<file path="src/rtl/serial_adder_pkg.sv">
// Shared definitions for the bit-serial adder: state encoding and default width.
package serial_adder_pkg;

  localparam logic [1:0] ST_IDLE = 2'd0;
  localparam logic [1:0] ST_RUN  = 2'd1;
  localparam logic [1:0] ST_DONE = 2'd2;

  localparam int unsigned SA_WIDTH_DEF = 8;

  typedef enum logic [1:0] {
    S_IDLE = ST_IDLE,
    S_RUN  = ST_RUN,
    S_DONE = ST_DONE
  } sa_state_e;

endpackage

</file>
<file path="src/rtl/serial_adder_ctrl_full_adder.sv">
// One-bit full adder cell used by the serial adder for the per-bit add.
module full_adder (
  input  logic a,
  input  logic b,
  input  logic cin,
  output logic s,
  output logic cout
);

  // Sum and carry of a single bit position.
  always_comb begin
    s    = a ^ b ^ cin;
    cout = (a & b) | (cin & (a ^ b));
  end

endmodule

</file>
<file path="src/rtl/serial_adder_ctrl.sv">
// Bit-serial adder controller: latches two WIDTH-bit operands plus carry-in on
// an accepted start, adds one bit pair per clock (LSB first) through a single
// full_adder cell, then presents {cout, sum} with a one-cycle done pulse.
// Optional macro SERIAL_ADDER_OVF_EN adds a registered signed-overflow output ovf.
module serial_adder_ctrl
  import serial_adder_pkg::*;
#(
  parameter  int unsigned WIDTH = SA_WIDTH_DEF,
  localparam int unsigned CNT_W = $clog2(WIDTH)
) (
  input  logic             clk,
  input  logic             rst_n,
  input  logic             start,
  input  logic [WIDTH-1:0] a,
  input  logic [WIDTH-1:0] b,
  input  logic             cin,
  output logic             busy,
  output logic             done,
  output logic [WIDTH-1:0] sum,
  output logic             cout
`ifdef SERIAL_ADDER_OVF_EN
  ,
  output logic             ovf
`endif
);

  localparam logic [CNT_W-1:0] CNT_LAST = CNT_W'(WIDTH - 1);
  localparam logic [CNT_W-1:0] CNT_ONE  = CNT_W'(1);

  sa_state_e        state_q,  state_d;
  logic [WIDTH-1:0] a_sh_q,   a_sh_d;
  logic [WIDTH-1:0] b_sh_q,   b_sh_d;
  logic [WIDTH-1:0] sum_sh_q, sum_sh_d;
  logic             carry_q,  carry_d;
  logic [CNT_W-1:0] cnt_q,    cnt_d;
  logic             busy_q,   busy_d;
  logic             done_q,   done_d;
  logic [WIDTH-1:0] sum_q,    sum_d;
  logic             cout_q,   cout_d;
`ifdef SERIAL_ADDER_OVF_EN
  logic             ovf_q,    ovf_d;
`endif

  logic fa_s;
  logic fa_co;

  full_adder u_fa (
    .a    (a_sh_q[0]),
    .b    (b_sh_q[0]),
    .cin  (carry_q),
    .s    (fa_s),
    .cout (fa_co)
  );

  // Next-state logic for the FSM, datapath shift registers and result registers.
  always_comb begin
    state_d  = state_q;
    a_sh_d   = a_sh_q;
    b_sh_d   = b_sh_q;
    sum_sh_d = sum_sh_q;
    carry_d  = carry_q;
    cnt_d    = cnt_q;
    busy_d   = busy_q;
    done_d   = 1'b0;
    sum_d    = sum_q;
    cout_d   = cout_q;
`ifdef SERIAL_ADDER_OVF_EN
    ovf_d    = ovf_q;
`endif
    case (state_q)
      S_RUN: begin
        carry_d  = fa_co;
        sum_sh_d = {fa_s, sum_sh_q[WIDTH-1:1]};
        a_sh_d   = a_sh_q >> 1;
        b_sh_d   = b_sh_q >> 1;
        cnt_d    = cnt_q + CNT_ONE;
        if (cnt_q == CNT_LAST) begin
          // The final sum bit is taken straight from the adder so the result
          // is complete on the same edge that leaves RUN.
          sum_d   = {fa_s, sum_sh_q[WIDTH-1:1]};
          cout_d  = fa_co;
`ifdef SERIAL_ADDER_OVF_EN
          // carry_q is the carry into the MSB at this point.
          ovf_d   = carry_q ^ fa_co;
`endif
          state_d = S_DONE;
          busy_d  = 1'b0;
          done_d  = 1'b1;
        end
      end
      default: begin
        // IDLE and DONE accept a start identically, enabling back-to-back runs.
        if (start) begin
          a_sh_d  = a;
          b_sh_d  = b;
          carry_d = cin;
          cnt_d   = '0;
          state_d = S_RUN;
          busy_d  = 1'b1;
        end else begin
          state_d = S_IDLE;
          busy_d  = 1'b0;
        end
      end
    endcase
  end

  // State and output registers with asynchronous active-low clear.
  always_ff @(posedge clk or negedge rst_n) begin
    if (!rst_n) begin
      state_q  <= S_IDLE;
      a_sh_q   <= '0;
      b_sh_q   <= '0;
      sum_sh_q <= '0;
      carry_q  <= 1'b0;
      cnt_q    <= '0;
      busy_q   <= 1'b0;
      done_q   <= 1'b0;
      sum_q    <= '0;
      cout_q   <= 1'b0;
`ifdef SERIAL_ADDER_OVF_EN
      ovf_q    <= 1'b0;
`endif
    end else begin
      state_q  <= state_d;
      a_sh_q   <= a_sh_d;
      b_sh_q   <= b_sh_d;
      sum_sh_q <= sum_sh_d;
      carry_q  <= carry_d;
      cnt_q    <= cnt_d;
      busy_q   <= busy_d;
      done_q   <= done_d;
      sum_q    <= sum_d;
      cout_q   <= cout_d;
`ifdef SERIAL_ADDER_OVF_EN
      ovf_q    <= ovf_d;
`endif
    end
  end

  assign busy = busy_q;
  assign done = done_q;
  assign sum  = sum_q;
  assign cout = cout_q;
`ifdef SERIAL_ADDER_OVF_EN
  assign ovf  = ovf_q;
`endif

endmodule

</file>
<file path="config.mk">
export PLATFORM = sky130hd
export DESIGN_NAME = serial_adder_ctrl
export DESIGN_NICKNAME = d
export VERILOG_FILES = /design/src/rtl/serial_adder_pkg.sv /design/src/rtl/serial_adder_ctrl_full_adder.sv /design/src/rtl/serial_adder_ctrl.sv
export SDC_FILE = /design/constraint.sdc
export NUM_CORES = 1
export LEC_CHECK = 0
export BUFFER_PORTS_ARGS = -buffer_cell sky130_fd_sc_hd__buf_2
export CORE_MARGIN = 1
export CORE_UTILIZATION = 40
export CTS_CLUSTER_SIZE = 10
export DETAILED_ROUTE_END_ITERATION = 8
export GPL_TIMING_DRIVEN = 0
export HOLD_SLACK_MARGIN = 0.08
export PLACE_DENSITY = 0.62
export SYNTH_ARGS = -nofsm -noshare
export SYNTH_HDL_FRONTEND = slang
export SYNTH_HIERARCHICAL = 1
export SYNTH_SLANG_ARGS = --single-unit
</file>
<file path="constraint.sdc">
create_clock -name clk -period 1.8 [get_ports clk]
set_clock_uncertainty 0.05 [all_clocks]
set_input_delay 0.36 -clock clk [delete_from_list [all_inputs] [get_ports clk]]
set_output_delay 0.36 -clock clk [all_outputs]
set_load 0.02 [all_outputs]
</file>
==> out/qor.txt <==
Cells after Synth -> 111
top post-synthesis cells by area -> dfrtp_1, mux2_4, mux2_2, buf_6, mux2i_1
clock network power share -> 0.155
CTS tree -> yes
CP max FO -> 10
Placer Congestion -> 0.653
Pint -> 2470 µW
DRC viols -> 0
vias in the first global route -> 1086
ys async rst share -> 1.00
Final nets -> 171
Tmin final -> 1.66 ns
Least-Margin Pin Slew -> 0.875 ns
Sinks on Clock Net -> 39
n_diodes -> 0
Worst setup SP type -> register
H-tree depth -> 2
Worst slew margin -> 0.416
area leader, netlist -> dfrtp_1
IO Count -> 31
Max Cap Viol -> 0
Total Wirelength -> 3.01 mm
initial antenna violation count -> 0
Max Clock Freq -> 0.604 GHz
starting density of the core -> 0.421
die width -> 69.9 µm
Pre-antenna DRT Iters -> 3
flops & latches, synth -> 39
Max VDD drop -> 0.643 mV
dpl hpwl -> 2.01 mm
share of cells above drive strength 1 -> 0.611
leakage -> 0.00109 µW
Vias per Instance -> 4.81
site row count -> 24
RSZ-0062 raised after global routing -> no
switching share of total power -> 0.310
Synthesized Nets -> 134
Hold Violations, Final -> 0
number of synthesized flops with an enable pin -> 0
DR WL/cell -> 15.0 µm
Final WS setup -> 0.144 ns
post-synthesis cell area -> 1850 µm²
Core Box Area -> 4380 µm²
Reg power frac -> 0.414
CTS Buffer Depth -> 2
max-slew violations -> 0
PostCTS Resize Cnt -> 0
DIE AREA -> 4890 µm²
port bufs -> 30
CTS buffer count -> 5
fillers -> 387
post-CTS setup repair buffer count -> 0
Tightest Hold Check Type -> primary input to asynchronous set/reset pin
Switch Pwr -> 1110 µW
CP arrival -> 1.78 ns
Hold Buf Count CTS -> 0
largest net degree at the start of global routing -> 40
worst endpoint required time -> 1.93 ns
# setup viols final -> 0
dpl ws -> 0.0878 ns
Crit Path Category -> register to register
outcome -> finished clean
Yosys cell types -> 13
Logic pwr share -> 0.430
setup TNS -> 0 ns
final worst-path cycle share -> 0.920
Top FF cell, synth -> dfrtp_1
Clk pin slew, worst setup/hold paths -> 0.07 ns
YS warnings -> 6
Syn-to-layout area delta -> 16.2%
PD cells -> 1670 nW/µm²
sequential area share after synthesis -> 0.529
Clock Tree Root -> clkbuf_8
most numerous cell in the Yosys netlist -> dfrtp_1
First DRT Iteration DRCs -> 29
Mapped Avg Cell Area -> 16.6 µm²
worst skew pair latency -> 0.29 ns
share of the synthesized area in the top cell type -> 0.529
gr usage total -> 0.144
top cells by count, synth -> dfrtp_1, mux2_4, mux2_2
first-pass GRT wire length -> 5.34 mm
Final ANT Viol Nets -> 0
via count -> 966
gr ovfl total -> 0
CP Capture Type -> register
die height -> 69.9 µm
-- state kept, by name (all words and copies together), names as in the netlist, 2 cells and up --
name and count:
state_q 2, cnt_q 3, a_sh_q 8, b_sh_q 8, sum_sh_q 7, sum 8
-- cells by family (layout without fill, tap and decap cells) --
kind of cell,count (synthesis),after routing,synth area share
adders and majority gates,3,3,0.0244
buffers and inverters,9,47,0.0393
DFF,39,39,0.529
muxes,52,52,0.382
and+or+nand+nor,8,8,0.0251
-- cell type report --
| cell class | count | area [µm²] | area share |
|---|---|---|---|
| flip-flops and latches | 39 | 976 | 0.455 |
| multi-input cells | 63 | 797 | 0.372 |
| repair buffers | 30 | 150 | 0.0700 |
| clock buffers | 7 | 76.3 | 0.0356 |
| well taps | 52 | 65.1 | 0.0303 |
| plain buffers | 6 | 63.8 | 0.0298 |
| inverters | 3 | 11.3 | 0.00525 |
| clock inverters | 1 | 5.00 | 0.00233 |
-- placed cells by master, fill, tap and decap left out, drive strengths merged --
master  synthesis  layout
mux2           49      49
nand2b          2       2
inv             3       3
fa              1       1
clkbuf          0       8
nor2            2       2
ha              2       2
mux2i           3       3
buf             6      35
dfrtp          39      39
nor2b           3       3
clkinv          0       1
nand3b          1       1
-- metal layers --
layer / routed length, µm / part of all wire / global-route usage
met5: 0 / 0 / 0
met4: 97 / 0.032 / 0.0733
met3: 155 / 0.052 / 0.0563
met2: 1360 / 0.45 / 0.205
met1: 1400 / 0.46 / 0.190
-- per-stage QoR --
step / hold WS [ns] / utilization / instance area (µm²) / total power, µW / std cells
floorplan: 0.0144 / - / 1850 / 2690 / 111
global placement: 0.418 / 0.470 / 2060 / 2980 / 193
detailed placement: 0.438 / 0.470 / 2060 / 3050 / 193
CTS: 0.169 / 0.489 / 2140 / 3630 / 201
global route: 0.200 / 0.489 / 2140 / 3850 / 201
finish: 0.135 / 0.489 / 2140 / 3580 / 201
-- power groups by stage --
stage	clock (µW)	sequential, µW	combinational (µW)
2_1_floorplan	0	1580	1110
3_5_place_dp	0	1500	1550
4_1_cts	581	1480	1560
3_3_place_gp	0	1480	1500
6_report	556	1480	1540
5_1_grt	620	1540	1690
-- worst max-delay path: stages (launching register included) --
cell and delay [ns]:
dfrtp_1 0.40, ha_1 0.21, ha_1 0.20, nand3b_1 0.11, clkbuf_4 0.23, mux2_2 0.35
-- final timing paths --
check	from	end	slack, ns	cells past startpoint
max	cnt_q[0]$_DFFE_PN0P_	sum[5]$_DFFE_PN0P_	0.14	5
min	rst_n	sum[3]$_DFFE_PN0P_	0.13	1
max reg2reg	cnt_q[0]$_DFFE_PN0P_	sum[5]$_DFFE_PN0P_	0.14	5
min reg2reg	cnt_q[0]$_DFFE_PN0P_	cnt_q[0]$_DFFE_PN0P_	0.44	1
max in group asynchronous	rst_n	a_sh_q[1]$_DFFE_PN0P_	1.02	1
min in group clk	b[7]	b_sh_q[7]$_DFFE_PN0P_	0.27	3
Power figures use the tool's default switching activity.
